**config.mk**
```make
export PLATFORM = sky130hd
export DESIGN_NAME = adder_scheduler
export DESIGN_NICKNAME = d
export VERILOG_FILES = /design/src/rtl/adder_scheduler_pkg.sv /design/src/rtl/adder_scheduler_rr_arbiter.sv /design/src/rtl/adder_scheduler.sv
export SDC_FILE = /design/constraint.sdc
export NUM_CORES = 1
export LEC_CHECK = 0
export BUFFER_PORTS_ARGS = -buffer_cell sky130_fd_sc_hd__buf_2
export CELL_PAD_IN_SITES_DETAIL_PLACEMENT = 0
export CELL_PAD_IN_SITES_GLOBAL_PLACEMENT = 2
export CORE_ASPECT_RATIO = 1.4
export CORE_MARGIN = 2
export CORE_UTILIZATION = 23
export CTS_CLUSTER_DIAMETER = 120
export DETAILED_ROUTE_END_ITERATION = 7
export PLACE_DENSITY = 0.86
export RECOVER_POWER = 25
export SYNTH_ARGS = -nofsm -noshare
export SYNTH_HDL_FRONTEND = slang
export SYNTH_HIERARCHICAL = 1
export SYNTH_SLANG_ARGS = --single-unit
```
**constraint.sdc**
```tcl
create_clock -name clk -period 3.3 [get_ports clk]
set_clock_uncertainty 0.05 [all_clocks]
set_input_delay 0.66 -clock clk [delete_from_list [all_inputs] [get_ports clk]]
set_output_delay 0.66 -clock clk [all_outputs]
set_load 0.02 [all_outputs]
```
**src/rtl/adder_scheduler_pkg.sv**
```systemverilog
// Shared definitions for the adder scheduler: slot length and FSM state encoding.
package adder_scheduler_pkg;

  // One operation occupies the shared adder for this many cycles, grant to grant.
  localparam int SLOT_LEN = 4;

  typedef enum logic [$clog2(SLOT_LEN)-1:0] {
    ST_ARB,
    ST_LOAD_A,
    ST_LOAD_B,
    ST_CAPTURE
  } state_t;

endpackage

```
**src/rtl/adder_scheduler_rr_arbiter.sv**
```systemverilog
// Round-robin selector: picks the first active request at or after ptr, wrapping at NREQ.
module rr_arbiter #(
  parameter int NREQ = 4,
  parameter int IDXW = 2
) (
  input  logic [NREQ-1:0] req,
  input  logic [IDXW-1:0] ptr,
  output logic [NREQ-1:0] grant,
  output logic [IDXW-1:0] idx
);

  // Walk offsets from farthest to nearest so the closest request to ptr wins.
  always_comb begin
    grant = '0;
    idx   = '0;
    for (int off = NREQ - 1; off >= 0; off--) begin
      if (req[(int'(ptr) + off) % NREQ]) begin
        grant                                 = '0;
        grant[(int'(ptr) + off) % NREQ]       = 1'b1;
        idx                                   = IDXW'((int'(ptr) + off) % NREQ);
      end
    end
  end

endmodule

```
**src/rtl/adder_scheduler.sv**
```systemverilog
// Time-multiplexes one two-cycle serial adder among NREQ requesters with a fixed
// four-cycle slot: grant, load a, load b, capture.
module adder_scheduler
  import adder_scheduler_pkg::*;
#(
  parameter int WIDTH = 32,
  parameter int NREQ  = 4
) (
  input  logic                  clk,
  input  logic                  resetn,
  input  logic [NREQ-1:0]       req_valid,
  input  logic [NREQ*WIDTH-1:0] req_a,
  input  logic [NREQ*WIDTH-1:0] req_b,
  output logic [NREQ-1:0]       req_ready,
  output logic [NREQ-1:0]       resp_valid,
  output logic [WIDTH-1:0]      resp_data,
  output logic                  add_en,
  output logic [WIDTH-1:0]      add_x,
  input  logic [WIDTH-1:0]      add_out,
  output logic                  busy,
  output logic [31:0]           done_count
);

  localparam int IDXW = (NREQ > 1) ? $clog2(NREQ) : 1;

  state_t            state_reg;
  logic [IDXW-1:0]   ptr_reg;
  logic [IDXW-1:0]   idx_reg;
  logic [WIDTH-1:0]  b_reg;
  logic              add_en_reg;
  logic [WIDTH-1:0]  add_x_reg;
  logic [NREQ-1:0]   resp_valid_reg;
  logic [WIDTH-1:0]  resp_data_reg;
  logic [31:0]       done_count_reg;

  logic [NREQ-1:0]   grant;
  logic [IDXW-1:0]   grant_idx;
  logic [IDXW-1:0]   ptr_next;
  logic [WIDTH-1:0]  a_arr [NREQ];
  logic [WIDTH-1:0]  b_arr [NREQ];

  for (genvar gi = 0; gi < NREQ; gi++) begin : g_unpack
    assign a_arr[gi] = req_a[gi*WIDTH +: WIDTH];
    assign b_arr[gi] = req_b[gi*WIDTH +: WIDTH];
  end

  rr_arbiter #(
    .NREQ (NREQ),
    .IDXW (IDXW)
  ) u_arb (
    .req   (req_valid),
    .ptr   (ptr_reg),
    .grant (grant),
    .idx   (grant_idx)
  );

  assign ptr_next = (grant_idx == IDXW'(NREQ - 1)) ? '0 : grant_idx + 1'b1;

  always_ff @(posedge clk) begin
    if (!resetn) begin
      state_reg      <= ST_ARB;
      ptr_reg        <= '0;
      idx_reg        <= '0;
      b_reg          <= '0;
      add_en_reg     <= 1'b0;
      add_x_reg      <= '0;
      resp_valid_reg <= '0;
      resp_data_reg  <= '0;
      done_count_reg <= '0;
    end else begin
      resp_valid_reg <= '0;
      resp_data_reg  <= '0;
      case (state_reg)
        ST_ARB: begin
          if (|req_valid) begin
            state_reg  <= ST_LOAD_A;
            ptr_reg    <= ptr_next;
            idx_reg    <= grant_idx;
            b_reg      <= b_arr[grant_idx];
            // Operand a goes straight into the adder drive register for LOAD_A.
            add_en_reg <= 1'b1;
            add_x_reg  <= a_arr[grant_idx];
          end else begin
            add_en_reg <= 1'b0;
            add_x_reg  <= '0;
          end
        end
        ST_LOAD_A: begin
          state_reg  <= ST_LOAD_B;
          add_en_reg <= 1'b1;
          add_x_reg  <= b_reg;
        end
        ST_LOAD_B: begin
          state_reg  <= ST_CAPTURE;
          add_en_reg <= 1'b0;
          add_x_reg  <= '0;
        end
        ST_CAPTURE: begin
          state_reg               <= ST_ARB;
          resp_valid_reg[idx_reg] <= 1'b1;
          resp_data_reg           <= add_out;
          done_count_reg          <= done_count_reg + 32'd1;
        end
        default: begin
          state_reg  <= ST_ARB;
          add_en_reg <= 1'b0;
          add_x_reg  <= '0;
        end
      endcase
    end
  end

  // Acceptance is the arbiter decision in the grant cycle itself, suppressed while in reset.
  assign req_ready  = (resetn && state_reg == ST_ARB) ? grant : '0;
  assign busy       = resetn && (state_reg != ST_ARB);
  assign resp_valid = resp_valid_reg;
  assign resp_data  = resp_data_reg;
  assign add_en     = add_en_reg;
  assign add_x      = add_x_reg;
  assign done_count = done_count_reg;

endmodule
```
==> results.md <==
- Status: completed
- Clock power share: 0.233
- Number of global-route vias before repair: 7,743
- Worst Reg-to-Reg Cells: 10
- GRT Util Overall: 0.1724
- Largest net degree at the start of global routing: 68
- Mux share of post-synthesis cell area: 0.2214
- DP Area: 9826 µm²
- Clock latency on the worst-skew pair: 430 ps
- Layout area overhead: 44.12%
- Avg Synthesized Cell Area: 9.976 µm²
- Placeable Area: 31,600 µm²
- Worst-path cell chain: inv_2 > ha_4 > mux4_2 > buf_4 > and2b_2 > nand2_1 > a32oi_1 > and3_1 > buf_6
- H-tree depth: 4
- Simple logic cell fraction of the synthesized area: 0.1771
- Number of max-cap violations: 0
- FF-to-FF End: add_x[5]
- RSZ-0062 raised after global routing: yes
- Max incr delay on CP: 380 ps
- Final WL: 29.14 mm
- Switching Share: 0.3722
- Fin crit period: 3218 ps
- Die Span Y: 215.7 µm
- First-pass DRT Iterations: 4
- Worst Hold Depth: 2
- Routability cong.: 0.8664
- Residual DRC count: 0
- Hold_ws: 407.1 ps
- Critical R2R Launch: ptr_reg[0]
- Maximum clock insertion buffer count: 2
- Synth Area in Adders: 0.02379
- Slew HR: 0.1544
- Die Width: 155.2 µm
- Avg WL per Cell: 18.92 µm
- Psw: 3577 µW
- CP max-delay cell: dfxtp_4
- Synth Flop Type: dfxtp_1
- Placed Cells: 1,493
- Post-Syn Nets: 1,046
- Die ar.: 33,480 µm²
- Worst ir drop on vdd: 0.3899 mV
- Reg power frac: 0.245
- Final ANT Viol Nets: 0
- WP buf/inv: 3
- Top-area cell type share of the netlist area: 0.3780
- CP Max Fanout: 5
- Post-synth EDFFs: 0
- Hold Path Class: register to register
- Share of cells above drive strength 1: 0.4697
- Worst hold start: b_reg[20]
- Most frequent cell after synthesis: dfxtp_1
- Initial antenna violation count: 15
- Via count: 7,558
- Fmax: 310.7 MHz
- Sink Count: 139
- Gate Count Post-Synth: 738
- Synth top cells by count: 139 x dfxtp_1, 95 x nand2_1, 65 x mux4_2
- Final Instance Count excl. Fillers: 1,540
- First DRT Iteration DRCs: 345
- R2r setup slk: 270 ps
- PwrDens: 906.0 nW/µm²
- Post-synth ARST share: 0
- Worst Tran Pin Value: 1268 ps
- Area contributors post-synth: dfxtp_1 38%, mux4_2 20%, nand2_1 4.8%, a221oi_1 4.0%, a21oi_1 3.9%
- Crit path required time: 2590 ps
- Hold-fix buffers, CTS: 0
- Comb pwr share: 0.522
- Cell taking the most area after synthesis: dfxtp_1
- P_int: 6035 µW
- Synth Cell Area: 7362 µm²
- YS warnings: 6
- Cell area after layout: 10,610 µm²
- Count of state elements after synthesis: 139
- Post-detailed-placement half-perimeter wirelength: 22.31 mm
- Top cell family by delay on the critical path: simple AND/OR/NAND/NOR gates
- First-pass GRT wire length: 43.68 mm
- Critical Path Source Type: register
- CP arrival: 2510 ps
- Worst hold endpoint: b_reg[20]
- NumNets Final: 1,433
- Synth cell types: 53
- Global route total overflow: 0
- Final setup viols: 0
- Root Buffer: clkbuf_16
- CTS tree: yes
- Register area share after synthesis: 0.3780
- Initial Utilization: 0.2330
- Total CTS buffers: 17
- Fin. max-slew vios: 0
- Leak: 0.004616 µW
- Xor/xnor share of the synthesized area: 0.01428
- Crit end category: output port
- Clk slew on worst S/H paths: 60 ps
- Endpoints failing hold: 0
- DR vias/cell: 4.908
- Largest family of logic cells by synthesized area: multiplexers
- I/O Pins: 400
- FP Rows: 77
- Setup CP Type: register to output port
- I/O Buffers: 399
- Period Utilization, post-route: 0.9752
- Post-synthesis compound-gate area fraction: 0.1339
cell usage in the layout, fill, tap and decap left out, drive strengths merged, types with 11 or more instances in the layout:
cell type    n
a21oi       57
a221oi      34
and3        36
buf        408
clkbuf      48
dfxtp      139
ha          14
inv         13
mux4        67
nand2       96
nand4       15
nor2        51
o21ai       42
o31ai       11
or4         18
worst max-delay path by stage:
| stage | from | to | slack [ps] | cells after the start |
|---|---|---|---|---|
| 2_1_floorplan | req_valid[0] | add_x[12] | 3 | 11 |
| 3_3_place_gp | req_valid[0] | add_x[5] | 100 | 9 |
| 3_5_place_dp | req_valid[0] | add_x[28] | 40 | 9 |
| 4_1_cts | ptr_reg[1] | req_ready[0] | 4 | 8 |
| 5_1_grt | ptr_reg[0] | req_ready[2] | -60 | 8 |
| 6_report | ptr_reg[1] | req_ready[2] | 80 | 9 |
power groups by stage:
stage          Clock, µW  Combinational [µW]  Sequential [µW]
3_3_place_gp           0                4870             2370
4_1_cts             2310                5050             2350
3_5_place_dp           0                4940             2380
2_1_floorplan          0                3210             2590
5_1_grt             2370                5490             2400
6_report            2240                5020             2350
layout make-up:
type	instances	area, µm²
well taps	395	494.2
inverters	12	58.81
clock inverters	10	210.2
fillers	3364	20990
repair buffers	435	2301
multi-input cells	520	4268
clock buffers	21	470.5
flip-flops and latches	139	2788
diodes	8	20.02
cell families (layout without fill, tap and decap cells):
logic type / Yosys count / in the layout
AOI/OAI and AO/OA: 157 / 157
xor gates and xnor gates: 12 / 12
adders and majority gates: 14 / 14
buffers and inverters: 79 / 478
DFF: 139 / 139
muxes: 78 / 78
other: 0 / 8
and+or+nand+nor: 259 / 259
metrics by stage:
step | utilization | setup WS, ps | setup TNS (ps) | total power, µW
after floorplan | - | 3.358 | 0 | 5803
after global placement | 0.3109 | 102.4 | 0 | 7245
after detailed placement | 0.3109 | 42.20 | 0 | 7316
after CTS | 0.3351 | 3.516 | 0 | 9717
after global routing | 0.3354 | -57.90 | -118.2 | 10260
final | 0.3358 | 81.79 | 0 | 9613
tightest hold or removal path, delay by kind of cell, from the launching register on:
kind	cells	cell delay, ps
AO/OA/AOI/OAI	1	50
AND/OR/NAND/NOR	1	50
flip-flops	1	310
layer usage:
| metal | up-vias | share of wire | track usage | wire length, µm |
|---|---|---|---|---|
| met5 | - | 0.0028 | 0 | 81 |
| met4 | 12 | 0.031 | 0.07309 | 903 |
| met3 | 62 | 0.079 | 0.05924 | 2293 |
| met2 | 338 | 0.51 | 0.3077 | 14900 |
| met1 | 3578 | 0.38 | 0.1839 | 10960 |
| li1 | 3568 | - | - | - |
what timing repair did:
item                                    4_1_cts  5_1_grt
endpoints found under the setup margin        4        4
setup buffers                                 8        0
pin swaps                                     2        5
gates resized for setup                       7       10
Note: power is estimated with default switching activity, not from simulation.
